## src/rtl/axi_lite_cmd_master.sv

```systemverilog
// axi_lite_cmd_master
// Single-outstanding AXI4-Lite initiator. A command port issues one register
// write or read at a time. The block drives AW/W/B or AR/R and returns exactly
// one response per command. A per-transaction timeout aborts a stalled
// transfer so that a hung slave cannot block the issuer.
// Every output, including cmd_ready, comes straight from a flop.

module axi_lite_cmd_master #(
    parameter int ADDR_WIDTH     = 32,
    parameter int DATA_WIDTH     = 32,
    parameter int TIMEOUT_CYCLES = 256
) (
    input  logic                      clk,
    input  logic                      rst,

    input  logic                      cmd_valid,
    output logic                      cmd_ready,
    input  logic                      cmd_write,
    input  logic [ADDR_WIDTH-1:0]     cmd_addr,
    input  logic [DATA_WIDTH-1:0]     cmd_wdata,
    input  logic [DATA_WIDTH/8-1:0]   cmd_wstrb,

    output logic                      rsp_valid,
    input  logic                      rsp_ready,
    output logic [DATA_WIDTH-1:0]     rsp_rdata,
    output logic [1:0]                rsp_resp,
    output logic                      rsp_timeout,

    output logic [ADDR_WIDTH-1:0]     M_AXI_AWADDR,
    output logic                      M_AXI_AWVALID,
    input  logic                      M_AXI_AWREADY,

    output logic [DATA_WIDTH-1:0]     M_AXI_WDATA,
    output logic [DATA_WIDTH/8-1:0]   M_AXI_WSTRB,
    output logic                      M_AXI_WVALID,
    input  logic                      M_AXI_WREADY,

    input  logic [1:0]                M_AXI_BRESP,
    input  logic                      M_AXI_BVALID,
    output logic                      M_AXI_BREADY,

    output logic [ADDR_WIDTH-1:0]     M_AXI_ARADDR,
    output logic                      M_AXI_ARVALID,
    input  logic                      M_AXI_ARREADY,

    input  logic [DATA_WIDTH-1:0]     M_AXI_RDATA,
    input  logic [1:0]                M_AXI_RRESP,
    input  logic                      M_AXI_RVALID,
    output logic                      M_AXI_RREADY
);

    localparam int STRB_WIDTH = DATA_WIDTH / 8;
    localparam bit TIMEOUT_EN = (TIMEOUT_CYCLES > 32'sd0);
    localparam int CNT_W      = TIMEOUT_EN ? $clog2(TIMEOUT_CYCLES + 32'sd1) : 1;

    // The last cycle of the budget, and the saturation ceiling of the counter.
    localparam logic [CNT_W-1:0] CNT_LAST = TIMEOUT_EN ? CNT_W'(TIMEOUT_CYCLES - 32'sd1) : {CNT_W{1'b0}};
    localparam logic [CNT_W-1:0] CNT_MAX  = TIMEOUT_EN ? CNT_W'(TIMEOUT_CYCLES)          : {CNT_W{1'b0}};
    localparam logic [CNT_W-1:0] CNT_ONE  = CNT_W'(32'd1);

    localparam logic [1:0] RESP_SLVERR = 2'b10;

    typedef enum logic [2:0] {
        ST_IDLE    = 3'd0,
        ST_WR_REQ  = 3'd1,
        ST_WR_RESP = 3'd2,
        ST_RD_REQ  = 3'd3,
        ST_RD_RESP = 3'd4,
        ST_RSP     = 3'd5
    } state_t;

    state_t                  state_r;
    state_t                  state_nxt_s;
    logic [CNT_W-1:0]        cnt_r;

    // Registered outputs and their next-state values.
    logic                    cmd_ready_r,   cmd_ready_nxt_s;
    logic                    rsp_valid_r,   rsp_valid_nxt_s;
    logic [DATA_WIDTH-1:0]   rsp_rdata_r,   rsp_rdata_nxt_s;
    logic [1:0]              rsp_resp_r,    rsp_resp_nxt_s;
    logic                    rsp_timeout_r, rsp_timeout_nxt_s;
    logic [ADDR_WIDTH-1:0]   awaddr_r,      awaddr_nxt_s;
    logic                    awvalid_r,     awvalid_nxt_s;
    logic [DATA_WIDTH-1:0]   wdata_r,       wdata_nxt_s;
    logic [STRB_WIDTH-1:0]   wstrb_r,       wstrb_nxt_s;
    logic                    wvalid_r,      wvalid_nxt_s;
    logic                    bready_r,      bready_nxt_s;
    logic [ADDR_WIDTH-1:0]   araddr_r,      araddr_nxt_s;
    logic                    arvalid_r,     arvalid_nxt_s;
    logic                    rready_r,      rready_nxt_s;

    // Handshake and timing qualifiers.
    logic                    accept_s;
    logic                    aw_done_s;
    logic                    w_done_s;
    logic                    wr_req_done_s;
    logic                    ar_hs_s;
    logic                    b_hs_s;
    logic                    r_hs_s;
    logic                    rsp_hs_s;
    logic                    expire_s;
    logic                    busy_s;
    logic                    phase_done_s;
    logic                    abort_s;

    assign accept_s      = (state_r == ST_IDLE) && cmd_valid && cmd_ready_r;
    // A write channel counts as done once its valid has dropped, or when it handshakes now.
    assign aw_done_s     = !awvalid_r || M_AXI_AWREADY;
    assign w_done_s      = !wvalid_r  || M_AXI_WREADY;
    assign wr_req_done_s = aw_done_s && w_done_s;
    assign ar_hs_s       = arvalid_r && M_AXI_ARREADY;
    assign b_hs_s        = bready_r  && M_AXI_BVALID;
    assign r_hs_s        = rready_r  && M_AXI_RVALID;
    assign rsp_hs_s      = rsp_valid_r && rsp_ready;
    // The counter saturates, so any later phase whose handshake is still missing also expires.
    // This covers a phase that entered on the expiry edge.
    assign expire_s      = TIMEOUT_EN && (cnt_r >= CNT_LAST);
    assign abort_s       = busy_s && !phase_done_s && expire_s;

    // Classify the current state: is a bus phase active, and does it complete on this edge.
    always_comb begin
        busy_s       = 1'b0;
        phase_done_s = 1'b0;
        case (state_r)
            ST_WR_REQ: begin
                busy_s       = 1'b1;
                phase_done_s = wr_req_done_s;
            end
            ST_WR_RESP: begin
                busy_s       = 1'b1;
                phase_done_s = b_hs_s;
            end
            ST_RD_REQ: begin
                busy_s       = 1'b1;
                phase_done_s = ar_hs_s;
            end
            ST_RD_RESP: begin
                busy_s       = 1'b1;
                phase_done_s = r_hs_s;
            end
            default: begin
                busy_s       = 1'b0;
                phase_done_s = 1'b0;
            end
        endcase
    end

    // State register.
    always_ff @(posedge clk or posedge rst) begin
        if (rst) begin
            state_r <= ST_IDLE;
        end else begin
            state_r <= state_nxt_s;
        end
    end

    // Next-state logic. A handshake that completes on the expiry edge takes priority over the timeout.
    always_comb begin
        state_nxt_s = state_r;
        case (state_r)
            ST_IDLE: begin
                if (accept_s) begin
                    state_nxt_s = cmd_write ? ST_WR_REQ : ST_RD_REQ;
                end else begin
                    state_nxt_s = ST_IDLE;
                end
            end
            ST_WR_REQ: begin
                if (wr_req_done_s) begin
                    state_nxt_s = ST_WR_RESP;
                end else if (expire_s) begin
                    state_nxt_s = ST_RSP;
                end else begin
                    state_nxt_s = ST_WR_REQ;
                end
            end
            ST_WR_RESP: begin
                if (b_hs_s || expire_s) begin
                    state_nxt_s = ST_RSP;
                end else begin
                    state_nxt_s = ST_WR_RESP;
                end
            end
            ST_RD_REQ: begin
                if (ar_hs_s) begin
                    state_nxt_s = ST_RD_RESP;
                end else if (expire_s) begin
                    state_nxt_s = ST_RSP;
                end else begin
                    state_nxt_s = ST_RD_REQ;
                end
            end
            ST_RD_RESP: begin
                if (r_hs_s || expire_s) begin
                    state_nxt_s = ST_RSP;
                end else begin
                    state_nxt_s = ST_RD_RESP;
                end
            end
            ST_RSP: begin
                if (rsp_hs_s) begin
                    state_nxt_s = ST_IDLE;
                end else begin
                    state_nxt_s = ST_RSP;
                end
            end
            default: begin
                state_nxt_s = ST_IDLE;
            end
        endcase
    end

    // Output logic: next values of every registered output, decided from the current state and inputs.
    always_comb begin
        cmd_ready_nxt_s   = cmd_ready_r;
        rsp_valid_nxt_s   = rsp_valid_r;
        rsp_rdata_nxt_s   = rsp_rdata_r;
        rsp_resp_nxt_s    = rsp_resp_r;
        rsp_timeout_nxt_s = rsp_timeout_r;
        awaddr_nxt_s      = awaddr_r;
        awvalid_nxt_s     = awvalid_r;
        wdata_nxt_s       = wdata_r;
        wstrb_nxt_s       = wstrb_r;
        wvalid_nxt_s      = wvalid_r;
        bready_nxt_s      = bready_r;
        araddr_nxt_s      = araddr_r;
        arvalid_nxt_s     = arvalid_r;
        rready_nxt_s      = rready_r;
        if (abort_s) begin
            awvalid_nxt_s     = 1'b0;
            wvalid_nxt_s      = 1'b0;
            bready_nxt_s      = 1'b0;
            arvalid_nxt_s     = 1'b0;
            rready_nxt_s      = 1'b0;
            rsp_valid_nxt_s   = 1'b1;
            rsp_rdata_nxt_s   = {DATA_WIDTH{1'b0}};
            rsp_resp_nxt_s    = RESP_SLVERR;
            rsp_timeout_nxt_s = 1'b1;
        end else begin
            case (state_r)
                ST_IDLE: begin
                    if (accept_s) begin
                        cmd_ready_nxt_s = 1'b0;
                        awaddr_nxt_s    = cmd_addr;
                        araddr_nxt_s    = cmd_addr;
                        wdata_nxt_s     = cmd_wdata;
                        wstrb_nxt_s     = cmd_wstrb;
                        awvalid_nxt_s   = cmd_write;
                        wvalid_nxt_s    = cmd_write;
                        arvalid_nxt_s   = !cmd_write;
                    end else begin
                        cmd_ready_nxt_s = 1'b1;
                    end
                end
                ST_WR_REQ: begin
                    awvalid_nxt_s = awvalid_r && !M_AXI_AWREADY;
                    wvalid_nxt_s  = wvalid_r  && !M_AXI_WREADY;
                    if (wr_req_done_s) begin
                        bready_nxt_s = 1'b1;
                    end else begin
                        bready_nxt_s = 1'b0;
                    end
                end
                ST_WR_RESP: begin
                    if (b_hs_s) begin
                        bready_nxt_s      = 1'b0;
                        rsp_valid_nxt_s   = 1'b1;
                        rsp_rdata_nxt_s   = {DATA_WIDTH{1'b0}};
                        rsp_resp_nxt_s    = M_AXI_BRESP;
                        rsp_timeout_nxt_s = 1'b0;
                    end else begin
                        bready_nxt_s = 1'b1;
                    end
                end
                ST_RD_REQ: begin
                    if (ar_hs_s) begin
                        arvalid_nxt_s = 1'b0;
                        rready_nxt_s  = 1'b1;
                    end else begin
                        arvalid_nxt_s = 1'b1;
                    end
                end
                ST_RD_RESP: begin
                    if (r_hs_s) begin
                        rready_nxt_s      = 1'b0;
                        rsp_valid_nxt_s   = 1'b1;
                        rsp_rdata_nxt_s   = M_AXI_RDATA;
                        rsp_resp_nxt_s    = M_AXI_RRESP;
                        rsp_timeout_nxt_s = 1'b0;
                    end else begin
                        rready_nxt_s = 1'b1;
                    end
                end
                ST_RSP: begin
                    if (rsp_hs_s) begin
                        rsp_valid_nxt_s = 1'b0;
                        cmd_ready_nxt_s = 1'b1;
                    end else begin
                        rsp_valid_nxt_s = 1'b1;
                    end
                end
                default: begin
                    cmd_ready_nxt_s = 1'b0;
                    rsp_valid_nxt_s = 1'b0;
                    awvalid_nxt_s   = 1'b0;
                    wvalid_nxt_s    = 1'b0;
                    bready_nxt_s    = 1'b0;
                    arvalid_nxt_s   = 1'b0;
                    rready_nxt_s    = 1'b0;
                end
            endcase
        end
    end

    // Output registers. Reset clears them asynchronously, which abandons any transaction in flight.
    always_ff @(posedge clk or posedge rst) begin
        if (rst) begin
            cmd_ready_r   <= 1'b0;
            rsp_valid_r   <= 1'b0;
            rsp_rdata_r   <= {DATA_WIDTH{1'b0}};
            rsp_resp_r    <= 2'b00;
            rsp_timeout_r <= 1'b0;
            awaddr_r      <= {ADDR_WIDTH{1'b0}};
            awvalid_r     <= 1'b0;
            wdata_r       <= {DATA_WIDTH{1'b0}};
            wstrb_r       <= {STRB_WIDTH{1'b0}};
            wvalid_r      <= 1'b0;
            bready_r      <= 1'b0;
            araddr_r      <= {ADDR_WIDTH{1'b0}};
            arvalid_r     <= 1'b0;
            rready_r      <= 1'b0;
        end else begin
            cmd_ready_r   <= cmd_ready_nxt_s;
            rsp_valid_r   <= rsp_valid_nxt_s;
            rsp_rdata_r   <= rsp_rdata_nxt_s;
            rsp_resp_r    <= rsp_resp_nxt_s;
            rsp_timeout_r <= rsp_timeout_nxt_s;
            awaddr_r      <= awaddr_nxt_s;
            awvalid_r     <= awvalid_nxt_s;
            wdata_r       <= wdata_nxt_s;
            wstrb_r       <= wstrb_nxt_s;
            wvalid_r      <= wvalid_nxt_s;
            bready_r      <= bready_nxt_s;
            araddr_r      <= araddr_nxt_s;
            arvalid_r     <= arvalid_nxt_s;
            rready_r      <= rready_nxt_s;
        end
    end

    // Per-transaction cycle counter. It clears while idle, counts during bus phases and saturates.
    always_ff @(posedge clk or posedge rst) begin
        if (rst) begin
            cnt_r <= {CNT_W{1'b0}};
        end else if (state_r == ST_IDLE) begin
            cnt_r <= {CNT_W{1'b0}};
        end else if (busy_s && (cnt_r < CNT_MAX)) begin
            cnt_r <= cnt_r + CNT_ONE;
        end else begin
            cnt_r <= cnt_r;
        end
    end

    assign cmd_ready     = cmd_ready_r;
    assign rsp_valid     = rsp_valid_r;
    assign rsp_rdata     = rsp_rdata_r;
    assign rsp_resp      = rsp_resp_r;
    assign rsp_timeout   = rsp_timeout_r;
    assign M_AXI_AWADDR  = awaddr_r;
    assign M_AXI_AWVALID = awvalid_r;
    assign M_AXI_WDATA   = wdata_r;
    assign M_AXI_WSTRB   = wstrb_r;
    assign M_AXI_WVALID  = wvalid_r;
    assign M_AXI_BREADY  = bready_r;
    assign M_AXI_ARADDR  = araddr_r;
    assign M_AXI_ARVALID = arvalid_r;
    assign M_AXI_RREADY  = rready_r;

endmodule

```

## config.mk

```make
export PLATFORM = sky130hd
export DESIGN_NAME = axi_lite_cmd_master
export DESIGN_NICKNAME = d
export VERILOG_FILES = /design/src/rtl/axi_lite_cmd_master.sv
export SDC_FILE = /design/constraint.sdc
export NUM_CORES = 1
export LEC_CHECK = 0
export BUFFER_PORTS_ARGS = -buffer_cell sky130_fd_sc_hd__buf_2
export CORE_ASPECT_RATIO = 0.5
export CORE_MARGIN = 8
export CORE_UTILIZATION = 47
export DETAILED_ROUTE_END_ITERATION = 10
export PLACE_DENSITY = 0.81
export SYNTH_ARGS = -nofsm -noshare
export SYNTH_HDL_FRONTEND = slang
export SYNTH_SLANG_ARGS = --single-unit
export TNS_END_PERCENT = 100
```

## constraint.sdc

```tcl
create_clock -name clk -period 4.5 [get_ports clk]
set_clock_uncertainty 0.05 [all_clocks]
set_input_delay 0 -clock clk [delete_from_list [all_inputs] [get_ports clk]]
set_output_delay 0 -clock clk [all_outputs]
set_load 0.01 [all_outputs]
```

==> impl_metrics.csv <==
group,metric,value,unit
logic_synthesis,yosysTopAreaCellShare,0.559,
sta,min_period,2.73,ns
placement,io_buffers,255,
worst_setup_path,cp-start-kind,"flop",
global_route,track_usage,0.221,
worst_setup_path,reg2reg_slack,1.77,ns
floorplan,rows,27,
outcome,outcome,"finished clean",
cts,clockBufferDepth,2,
cts,clk_pin_slew,0.06,ns
routing,dr.pass1.iters,5,
logic_synthesis,ys_seq_area_frac,0.559,
worst_setup_path,reg2reg_to,"M_AXI_ARADDR[7]$_DFFE_PP0P_",
worst_setup_path,crit_end,"M_AXI_ARADDR[7]$_DFFE_PP0P_",
sta,post-route-period-util,0.607,
logic_synthesis,synth_nets,566,
routing,dr.first_iter.drc_count,428,
worst_setup_path,reg2reg_from,"state_r[2]$_DFF_PP0_",
cts,clk_latency,0.40,ns
logic_synthesis,mappedNetlistArea,0.00546,mm^2
power_and_ir_drop,swShare,0.360,
routing,vias,4844,
placement,gp_congestion,0.846,
sta,maxSlewViolCount,0,
placement,hpwl,10700,um
sta,whs,0.0428,ns
cts,htree_levels,4,
routing,wl_per_cell,18.5,um
cts,cts_resized,0,
final_layout,num-fill-cells,710,
final_layout,synthToLayoutAreaGrowth,51.8,%
worst_setup_path,critPathCaptureType,"flop",
routing,drc_errors,0,
global_route,antenna_found_initial,0,
power_and_ir_drop,powerDensity,665,mW/mm^2
power_and_ir_drop,p_seq_frac,0.346,
sta,timing.slew.headroom,0.329,
power_and_ir_drop,clockPowerShare,0.253,
power_and_ir_drop,switchingPower,0.00198,W
final_layout,drive_gt1_frac,0.463,
cts,cts_buffers,17,
power_and_ir_drop,internal_power,0.00353,W
cts,numClockSinks,122,
sta,rsz0062_at_grt,"false",
sta,hold_viol,0,
global_route,gr-total-overflow,0,
routing,drt-total-wl,17300,um
floorplan,die_w,168,um
worst_hold_path,min_path_type,"in -> reg",
cts,cts_tree,"yes",
cts,cts_root_buffer,"clkbuf_16",
sta,setup_tns,0,ns
worst_setup_path,cp_data_arrival_time,2.96,ns
final_layout,antennaDiodeCount,0,
cts,cts_setup_buffers,0,
global_route,grt_pass1_vias,5375,
routing,drtAntennaViolNets,0,
logic_synthesis,yosysWarnings,0,
worst_setup_path,cp-startpoint,"state_r[2]$_DFF_PP0_",
sta,tightest_slew,0.998,ns
sta,clock.fmax,366,MHz
logic_synthesis,synth_top_area_cell,"dfrtp_1",
logic_synthesis,postSynth.asyncResetShare,1.00,
logic_synthesis,synthCells,447,
power_and_ir_drop,power_frac_comb,0.400,
power_and_ir_drop,peakVddDrop,0.349,mV
worst_setup_path,path_class,"reg -> reg",
floorplan,dieArea,0.0155,mm^2
sta,setup_viol,0,
final_layout,layout_common_cells,"buf_2, dfrtp_1, dlygate4sd3_1",
logic_synthesis,synth_edf_count,0,
job,drv_cap,0,
logic_synthesis,ys_types,47,
floorplan,start_util,0.490,
logic_synthesis,ys_ff_latch,122,
final_layout,fin_nets,896,
worst_setup_path,critPathRequiredTime,4.73,ns
worst_setup_path,worst-r2r-cell-count,4,
global_route,grt_pass1_wl,27700,um
final_layout,final_common_cell,"buf_2",
floorplan,fp.dieH,92.2,um
cts,cts-hold-fix-buffers,108,
floorplan,coreArea,0.0111,mm^2
power_and_ir_drop,leakage,4.24,nW
worst_setup_path,path_max_fanout,66,
logic_synthesis,syn_avg_cell_area,12.2,um^2
routing,vias_per_cell,5.18,
logic_synthesis,synth_flop_cell,"dfrtp_1",
logic_synthesis,synth.area.top_cells,"dfrtp_1, mux2_2, buf_4, mux2i_1, nor2_1",
global_route,grt_max_degree,77,
floorplan,ios,256,
[how the worst min path moves through the flow]
stage	from	slack, ns	depth (start not counted)	endpoint
2_1_floorplan	cmd_addr[20]	0.08	1	M_AXI_ARADDR[20]$_DFFE_PP0P_
4_1_cts	M_AXI_BVALID	0.01	4	state_r[1]$_DFF_PP0_
3_3_place_gp	cmd_addr[23]	0.17	2	M_AXI_ARADDR[23]$_DFFE_PP0P_
5_1_grt	M_AXI_BVALID	0.04	4	state_r[1]$_DFF_PP0_
3_5_place_dp	cmd_wdata[22]	0.17	2	M_AXI_WDATA[22]$_DFFE_PP0P_
6_report	M_AXI_BVALID	0.04	4	state_r[1]$_DFF_PP0_
[layer usage]
metal	global-route usage	share of wire	up-vias
li1	-	-	2190
met1	0.232	0.36	2347
met2	0.403	0.52	253
met3	0.0658	0.077	54
met4	0.112	0.040	0
met5	0	0	-
[critical path, stage by stage, from the launching register on]
cell,delay [ns]
dfrtp_1,0.55
or3_1,0.61
nor2_4,0.25
buf_4,0.68
mux2_2,0.42
[synthesized netlist by cell type, types with 3 or more instances]
master    instances
nor2_1           45
mux2_2           65
nand3_1           3
inv_1             7
a22oi_1          21
dfrtp_1         122
nand2b_1          4
and2_1           11
nand4_1           4
nand2_1          15
or3_1             5
a21oi_1          14
a31oi_1           4
buf_4            33
o21ai_0           6
mux2i_1          19
ha_1              5
and3_1            3
mux2_1            5
clkbuf_1          8
nor3_1            3
buf_2            15
[power by group through the flow]
stage / clock network (W) / registers (W) / logic (W)
6_report: 0.00140 / 0.00191 / 0.00221
5_1_grt: 0.00147 / 0.00198 / 0.00238
4_1_cts: 0.00142 / 0.00189 / 0.00219
3_5_place_dp: 0 / 0.00190 / 0.00210
3_3_place_gp: 0 / 0.00187 / 0.00205
2_1_floorplan: 0 / 0.00207 / 0.00122
[logic make-up after synthesis]
group / Yosys count / share of synthesized area
XOR/XNOR: 3 / 0.00481
multiplexers: 89 / 0.179
AND/OR/NAND/NOR: 107 / 0.102
adder cells (fa/ha/maj): 5 / 0.0115
flip-flops: 122 / 0.559
buffers and inverters: 65 / 0.0735
AO/OA/AOI/OAI: 56 / 0.0696
[per-stage QoR]
stage               utilization  worst slack (ns)  std cells  power (W)  cell area, um^2
finish                    0.744              1.77        935    0.00552             8290
global route              0.744              1.62        935    0.00583             8290
detailed placement        0.593              1.82        795    0.00399             6610
global placement          0.593              1.90        795    0.00392             6610
floorplan                     -              1.21        447    0.00329             5460
CTS                       0.744              1.81        935    0.00550             8290
[registers in the layout, indices dropped and copies added (netlist names)]
| register | flops |
|---|---|
| M_AXI_ARADDR | 32 |
| M_AXI_ARVALID | 1 |
| M_AXI_AWVALID | 1 |
| M_AXI_BREADY | 1 |
| M_AXI_RREADY | 1 |
| M_AXI_WDATA | 32 |
| M_AXI_WSTRB | 4 |
| M_AXI_WVALID | 1 |
| cmd_ready | 1 |
| cnt_r | 9 |
| rsp_rdata | 32 |
| rsp_resp | 2 |
| rsp_timeout | 1 |
| rsp_valid | 1 |
| state_r | 3 |
[area by class of cell]
| cell class | count | area, um^2 | share of cell area |
|---|---|---|---|
| clock buffer | 20 | 457 | 0.0551 |
| clock inverter | 12 | 146 | 0.0177 |
| inverter | 7 | 28.8 | 0.00347 |
| multi-input combinational | 260 | 2020 | 0.244 |
| sequential | 122 | 3050 | 0.368 |
| tap | 145 | 181 | 0.0219 |
| timing repair buffer | 369 | 2400 | 0.290 |
Note: power is estimated with default switching activity, not from simulation.
